## src/rtl/helios_stream_bridge.sv

```systemverilog
// helios_stream_bridge
// Width-generic stream bridge between the external link and the decoder
// controller. Ingress packs DATA_WIDTH-bit words into MEAS_WIDTH-bit rounds
// and tracks the round index within a frame. Egress unpacks CORR_WIDTH-bit
// correction vectors into DATA_WIDTH-bit words. Both sides are independent.
//
// Ports:
//   clk, reset (async, active-low), flush (sync clear)
//   in_data/in_valid/in_ready          : ingress word stream
//   meas_data/meas_valid/meas_ready    : assembled round to controller
//   round_index, frame_done            : round tracking within a frame
//   corr_data/corr_valid/corr_ready    : correction vector from controller
//   out_data/out_valid/out_ready       : egress word stream
module helios_stream_bridge #(
  parameter int unsigned DATA_WIDTH = 8,
  parameter int unsigned MEAS_WIDTH = 12,
  parameter int unsigned CORR_WIDTH = 10,
  parameter int unsigned ROUNDS     = 3,
  localparam int unsigned RW        = (ROUNDS > 1) ? $clog2(ROUNDS) : 1
) (
  input  logic                  clk,
  input  logic                  reset,
  input  logic                  flush,
  input  logic [DATA_WIDTH-1:0] in_data,
  input  logic                  in_valid,
  output logic                  in_ready,
  output logic [MEAS_WIDTH-1:0] meas_data,
  output logic                  meas_valid,
  input  logic                  meas_ready,
  output logic [RW-1:0]         round_index,
  output logic                  frame_done,
  input  logic [CORR_WIDTH-1:0] corr_data,
  input  logic                  corr_valid,
  output logic                  corr_ready,
  output logic [DATA_WIDTH-1:0] out_data,
  output logic                  out_valid,
  input  logic                  out_ready
);

  localparam int unsigned IN_WORDS  = (MEAS_WIDTH + DATA_WIDTH - 1) / DATA_WIDTH;
  localparam int unsigned OUT_WORDS = (CORR_WIDTH + DATA_WIDTH - 1) / DATA_WIDTH;
  localparam int unsigned IN_BUF_W  = IN_WORDS * DATA_WIDTH;
  localparam int unsigned OUT_BUF_W = OUT_WORDS * DATA_WIDTH;
  localparam int unsigned ICW       = (IN_WORDS > 1) ? $clog2(IN_WORDS) : 1;
  localparam int unsigned OCW       = (OUT_WORDS > 1) ? $clog2(OUT_WORDS) : 1;

  localparam logic [ICW-1:0] IN_LAST    = ICW'(IN_WORDS - 1);
  localparam logic [OCW-1:0] OUT_LAST   = OCW'(OUT_WORDS - 1);
  localparam logic [RW-1:0]  ROUND_LAST = RW'(ROUNDS - 1);

  localparam logic [0:0] ST_COLLECT = 1'b0;
  localparam logic [0:0] ST_PRESENT = 1'b1;
  localparam logic [0:0] ST_IDLE    = 1'b0;
  localparam logic [0:0] ST_SEND    = 1'b1;

  logic [0:0]           in_state_q, in_state_d;
  logic [ICW-1:0]       in_cnt_q, in_cnt_d;
  logic [IN_BUF_W-1:0]  in_buf_q, in_buf_d;
  logic [RW-1:0]        round_q, round_d;
  logic                 frame_done_q, frame_done_d;

  logic [0:0]           out_state_q, out_state_d;
  logic [OCW-1:0]       out_cnt_q, out_cnt_d;
  logic [OUT_BUF_W-1:0] out_buf_q, out_buf_d;

  // Ingress next state. New words enter at the top and shift down, so after
  // IN_WORDS transfers word k sits at bits [k*DATA_WIDTH +: DATA_WIDTH].
  always_comb begin
    in_state_d   = in_state_q;
    in_cnt_d     = in_cnt_q;
    in_buf_d     = in_buf_q;
    round_d      = round_q;
    frame_done_d = 1'b0;
    if (flush) begin
      in_state_d = ST_COLLECT;
      in_cnt_d   = '0;
      in_buf_d   = '0;
      round_d    = '0;
    end else begin
      case (in_state_q)
        ST_COLLECT: begin
          if (in_valid) begin
            in_buf_d = IN_BUF_W'({in_data, in_buf_q} >> DATA_WIDTH);
            if (in_cnt_q == IN_LAST) begin
              in_cnt_d   = '0;
              in_state_d = ST_PRESENT;
            end else begin
              in_cnt_d = in_cnt_q + 1'b1;
            end
          end
        end
        ST_PRESENT: begin
          if (meas_ready) begin
            in_state_d   = ST_COLLECT;
            in_cnt_d     = '0;
            frame_done_d = (round_q == ROUND_LAST);
            round_d      = (round_q == ROUND_LAST) ? '0 : round_q + 1'b1;
          end
        end
        default: in_state_d = ST_COLLECT;
      endcase
    end
  end

  // Egress next state. The captured vector is zero-extended so padding bits
  // above CORR_WIDTH go out as 0; each accepted word shifts the next one down.
  always_comb begin
    out_state_d = out_state_q;
    out_cnt_d   = out_cnt_q;
    out_buf_d   = out_buf_q;
    if (flush) begin
      out_state_d = ST_IDLE;
      out_cnt_d   = '0;
      out_buf_d   = '0;
    end else begin
      case (out_state_q)
        ST_IDLE: begin
          if (corr_valid) begin
            out_buf_d   = OUT_BUF_W'(corr_data);
            out_cnt_d   = '0;
            out_state_d = ST_SEND;
          end
        end
        ST_SEND: begin
          if (out_ready) begin
            out_buf_d = out_buf_q >> DATA_WIDTH;
            if (out_cnt_q == OUT_LAST) begin
              out_cnt_d   = '0;
              out_state_d = ST_IDLE;
            end else begin
              out_cnt_d = out_cnt_q + 1'b1;
            end
          end
        end
        default: out_state_d = ST_IDLE;
      endcase
    end
  end

  // State registers for both directions.
  always_ff @(posedge clk or negedge reset) begin
    if (!reset) begin
      in_state_q   <= ST_COLLECT;
      in_cnt_q     <= '0;
      in_buf_q     <= '0;
      round_q      <= '0;
      frame_done_q <= 1'b0;
      out_state_q  <= ST_IDLE;
      out_cnt_q    <= '0;
      out_buf_q    <= '0;
    end else begin
      in_state_q   <= in_state_d;
      in_cnt_q     <= in_cnt_d;
      in_buf_q     <= in_buf_d;
      round_q      <= round_d;
      frame_done_q <= frame_done_d;
      out_state_q  <= out_state_d;
      out_cnt_q    <= out_cnt_d;
      out_buf_q    <= out_buf_d;
    end
  end

  // Outputs are direct decodes of flop state.
  assign in_ready    = (in_state_q == ST_COLLECT);
  assign meas_valid  = (in_state_q == ST_PRESENT);
  assign meas_data   = in_buf_q[MEAS_WIDTH-1:0];
  assign round_index = round_q;
  assign frame_done  = frame_done_q;
  assign corr_ready  = (out_state_q == ST_IDLE);
  assign out_valid   = (out_state_q == ST_SEND);
  assign out_data    = out_buf_q[DATA_WIDTH-1:0];

endmodule
```

## config.mk

```make
export PLATFORM = sky130hd
export DESIGN_NAME = helios_stream_bridge
export DESIGN_NICKNAME = d
export VERILOG_FILES = /design/src/rtl/helios_stream_bridge.sv
export SDC_FILE = /design/constraint.sdc
export NUM_CORES = 1
export LEC_CHECK = 0
export ABC_AREA = 1
export CAP_MARGIN = 5
export CORE_ASPECT_RATIO = 2
export CORE_MARGIN = 2
export CORE_UTILIZATION = 48
export DETAILED_ROUTE_END_ITERATION = 16
export HOLD_SLACK_MARGIN = 0.15
export PLACE_DENSITY = 0.79
export SETUP_SLACK_MARGIN = 0.1
export SLEW_MARGIN = 20
export SYNTH_ARGS = -nofsm -noshare
export SYNTH_HDL_FRONTEND = slang
export SYNTH_SLANG_ARGS = --single-unit
```

## constraint.sdc

```tcl
create_clock -name clk -period 2.5 [get_ports clk]
set_input_delay 0.5 -clock clk [delete_from_list [all_inputs] [get_ports clk]]
set_output_delay 0.5 -clock clk [all_outputs]
set_load 0.01 [all_outputs]
```

---- Yosys cells after proc, flatten, opt, wreduce, memory -nomap -nowiden ----
Cells that the tools add are included.
cells by class
  reduce and logical (&&, ||, !) cells .... 7
  add/sub/neg operators ................... 3
  multiplexer cells ....................... 34
  bitwise operators ....................... 2
  equality and inequality tests ........... 6
operator list
  kind                                                           number
  16-bit two-way mux                                             6
  16-bit one-hot mux with 2 select lines                         1
  1-bit two-way mux                                              19
  3-bit != test, second input constant                           4
  2-bit two-way mux                                              4
  1-bit one-hot mux with 2 select lines                          4
  2-bit AND reduction                                            4
  2-bit nonzero test                                             3
  1-bit adder, second input constant                             2
  2-bit by 1-bit adder with 2-bit output, second input constant  1
  2-bit == test, second input constant                           1
  2-bit != test, second input constant                           1
  1-bit NOT                                                      2
word-level totals
  bits of input ports ..................... 25
  register bits after elaboration ......... 39
  word-level logic and storage cells ...... 60
  output and inout bits ................... 27

---- Longest topological paths before layout ----
  depth in word-level cells ............... 5
  depth in mapped cells ................... 6
  depth with buffers taken out ............ 5

---- Worst setup path after synthesis ----
OpenSTA, ideal clock, no wires.
  kind .................................... input to register
  start point ............................. input flush
  end point ............................... register out_buf_q[2]
  path buffers ............................ 1
  required time ........................... 2.435 ns
  library setup time ...................... 0.065 ns
  arrival time ............................ 1.096 ns
  setup slack ............................. 1.338 ns
  stages on the path ...................... 4
  cells stage by stage .................... buf_6 > nor2_1 > nand3_1 > nand2_1
between the ends
  longest elaborated chain between the ends .. 2
  elaborated cells between the ends (all ways) .. 4
RTL lines
  item                                  RTL line  RTL
  from (decl)                           23        input logic flush,
  3-bit != test (no source line)        n/a
  2-bit AND reduction (no source line)  n/a
  to (signal assigned)                  159       out_buf_q <= out_buf_d;
  to (decl)                             64        logic [OUT_BUF_W-1:0] out_buf_q, out_buf_d;
Several ways; a longest one is shown, not always the timed one.
A chain may end at the register's enable or synchronous reset.

---- Final worst setup path ----
  start point ............................. register out_state_q, in the netlist out_valid
  end point ............................... output corr_ready
between the ends
  longest elaborated chain between the ends .. 1
RTL lines
  item                    RTL line  RTL
  from (decl)             62        logic [0:0] out_state_q, out_state_d;
  from (signal assigned)  157       out_state_q <= out_state_d;
  1-bit NOT               n/a
  to (decl)               34        output logic corr_ready,
Every way passes these cells.

==> qor.yml <==
status:
  status: "finished, final reports clean"
finish:
  diodes: 0
  final_util_pct: 65.4
  synthToLayoutAreaGrowth_pct: 31.1
  drive_above_1_share_pct: 7.66
  final_nets: 233
sta:
  slew_violations: 0
  finalHoldViolCount: 0
  setup_tns_ns: 0
  timing.final.crit_period_ns: 1.90
  finalSetupViolations: 0
  holdWs_ns: 0.476
  max_slew.worst_pin.slew_ns: 0.534
  slew_headroom_pct: 64.3
  finalCritPeriodShare_pct: 76.1
  rsz0062_at_grt: "no"
  skew_ns: 0.00227
  timing.fmax_mhz: 525
route:
  ant_nets: 0
  finalWirelength_um: 3060
  vias: 1265
  post-route-drc-count: 0
  wl_per_cell_um: 12.8
  drtIter0Drc: 35
  first_pass_iters: 4
  viasPerCell: 5.27
clock_tree:
  cts_made_buffers: 5
  worstSkewPairLatency_ns: 0.28
  cts_buffer_depth: 2
  clkSinkCount: 33
  cts_setup_buffers: 0
  cts_resized: 0
  cts-root-buf: "clkbuf_8"
  postCtsHoldBufs: 0
  htreeDepth: 2
  cts_tree: "done"
  clk_pin_slew_worst_paths_ns: 0.07
floorplan:
  fp.dieH_um: 84.6
  core_um2: 3120
  die_area_um2: 3740
  fp-row-count: 29
  die_w_um: 44.3
  start_util_pct: 49.9
  ios: 52
yosys:
  synth_area_um2: 1560
  synth_top_area_share_pct: 53.0
  synth_nets: 201
  synth-warning-count: 0
  synth_top_area_cell: "dfrtp_1"
  ys_seq_elements: 33
  synth_edf_count: 0
  seq_area_frac_synth_pct: 53.0
  synth-main-ff-cell: "dfrtp_1"
  syn_avg_cell_area_um2: 8.85
  synthCells: 176
  ys_types: 20
  async_flop_share_pct: 100
  netlist_top_cells_area: "dfrtp_1, nand2_1, buf_4, nand4_1, nand3_1"
global_route:
  met1_usage_pct: 21.5
  grt_pass1_vias: 1203
  grt_use_total_pct: 18.6
  gr-max-usage-layer: "met2"
  grtUsageMet3_pct: 3.66
  use_met2_pct: 31.1
  grt_overflow: 0
  antenna_found_initial: 0
  grt_pass1_wl_um: 5220
  grt_max_degree: 34
placed_design:
  gp_congestion: 0.771
  dpl.hpwl_um: 2280
  portBuffers: 51
worst_setup_path:
  crit_fanout: 8
  required_ns: 2.00
  cp_cell_sequence: "inv_2 > clkdlybuf4s50_1"
  worstPathArrival_ns: 1.40
  ff2ff_path_depth: 4
  slowest_stage: "clkdlybuf4s50_1"
  cp-end-kind: "primary output"
  r2r-end: "out_buf_q[4]$_DFFE_PN0P_"
  crit_cells: 2
  worst-setup-path-type: "reg2out"
  cp_top_family: "buffers and inverters"
  reg2reg_from: "out_valid$_DFF_PN0_"
  crit_path_start_kind: "register"
  rrSetupSlack_ns: 1.10
  cp_slowest_stage_delay_ns: 0.54
  cp.buffers_inverters: 2
power:
  p_int_mw: 1.06
  p_clk_share_pct: 42.8
  power_frac_comb_pct: 14.1
  peakVddDrop_mv: 0.674
  p_sw_uw: 307
  power_density_nw_per_um2: 671
  leakage_nw: 0.997
  power_frac_seq_pct: 43.1
  swShare_pct: 22.4
hold_path:
  min_delay_path_depth: 2
  min_to: "in_buf_q[13]$_DFFE_PN0P_"
  min-delay-start: "in_buf_q[13]$_DFFE_PN0P_"
  hold_class: "reg2reg"
flow_run:
  drv_cap: 0
## worst register-to-register path, delay by kind of cell, from the launching register on
family           cells  cell delay [ns]
AND/OR/NAND/NOR      4             0.84
flip-flops           1             0.46
## kinds of logic (layout without fill, tap and decap cells)
kind of cell	Yosys count	count (layout)	synth area share, %
AO/OA/AOI/OAI	8	8	3.37
flip-flops	33	33	53.0
AND/OR/NAND/NOR	101	101	28.7
buffers and inverters	34	67	14.9
## through the flow
stage                     area [um^2]  instances  power (mW)  setup WS (ns)
final                            2040        240        1.37          0.597
after global routing             2040        240        1.43          0.539
after CTS                        2040        240        1.39          0.587
after detailed placement         1910        232       0.795          0.448
after global placement           1910        232       0.789          0.532
after floorplan                  1560        176       0.711           1.34
## power by group through the flow
| stage | clock (mW) | sequential (mW) | combinational (mW) |
|---|---|---|---|
| 2_1_floorplan | 0 | 0.595 | 0.116 |
| 3_3_place_gp | 0 | 0.599 | 0.190 |
| 5_1_grt | 0.622 | 0.595 | 0.213 |
| 3_5_place_dp | 0 | 0.600 | 0.195 |
| 6_report | 0.586 | 0.591 | 0.193 |
| 4_1_cts | 0.601 | 0.590 | 0.196 |
## layer usage
layer / vias up / part of all wire [%]
met5: - / 0
met4: 0 / 2.5
met3: 9 / 6.4
met2: 56 / 55
met1: 593 / 37
li1: 607 / -
## flip-flops by register name, summed over array words and instances, names as in the netlist
name / flops
in_buf_q: 16
out_buf_q: 10
round_index: 2
frame_done: 1
in_cnt_q: 1
meas_valid: 1
out_cnt_q: 1
out_valid: 1
## worst max-delay path by stage
stage,start,endpoint
global route,out_valid$_DFF_PN0_,corr_ready
global placement,flush,out_buf_q[9]$_DFFE_PN0P_
floorplan,flush,out_buf_q[2]$_DFFE_PN0P_
CTS,out_valid$_DFF_PN0_,corr_ready
finish,out_valid$_DFF_PN0_,corr_ready
detailed placement,flush,out_buf_q[4]$_DFFE_PN0P_
## Yosys cell counts (2+ instances only)
| library cell | n |
|---|---|
| nand2_1 | 65 |
| dfrtp_1 | 33 |
| buf_4 | 21 |
| nand3_1 | 12 |
| nand4_1 | 11 |
| nor2_1 | 6 |
| o21ai_0 | 5 |
| inv_1 | 4 |
| buf_2 | 3 |
| buf_6 | 3 |
| inv_2 | 3 |
| or2_1 | 2 |
## layout by cell type (no fill, tap or decap), drive strengths merged
| cell | Yosys | layout |
|---|---|---|
| a21oi | 2 | 2 |
| a31oi | 1 | 1 |
| buf | 27 | 1 |
| bufinv | 0 | 2 |
| clkbuf | 0 | 5 |
| clkdlybuf4s50 | 0 | 51 |
| clkinv | 0 | 1 |
| dfrtp | 33 | 33 |
| inv | 7 | 7 |
| nand2 | 66 | 66 |
| nand3 | 13 | 13 |
| nand4 | 11 | 11 |
| nor2 | 7 | 7 |
| nor3 | 1 | 1 |
| nor4 | 1 | 1 |
| o21ai | 5 | 5 |
| or2 | 2 | 2 |
## final cells by class
type,instances,area [um^2]
fill,263,1080
sequential,33,826
timing repair buffer,52,518
multi-input combinational,109,499
clock buffer,5,68.8
clock inverter,3,65.1
tap,31,38.8
inverter,7,26.3
(Power assumes the default switching activity.)
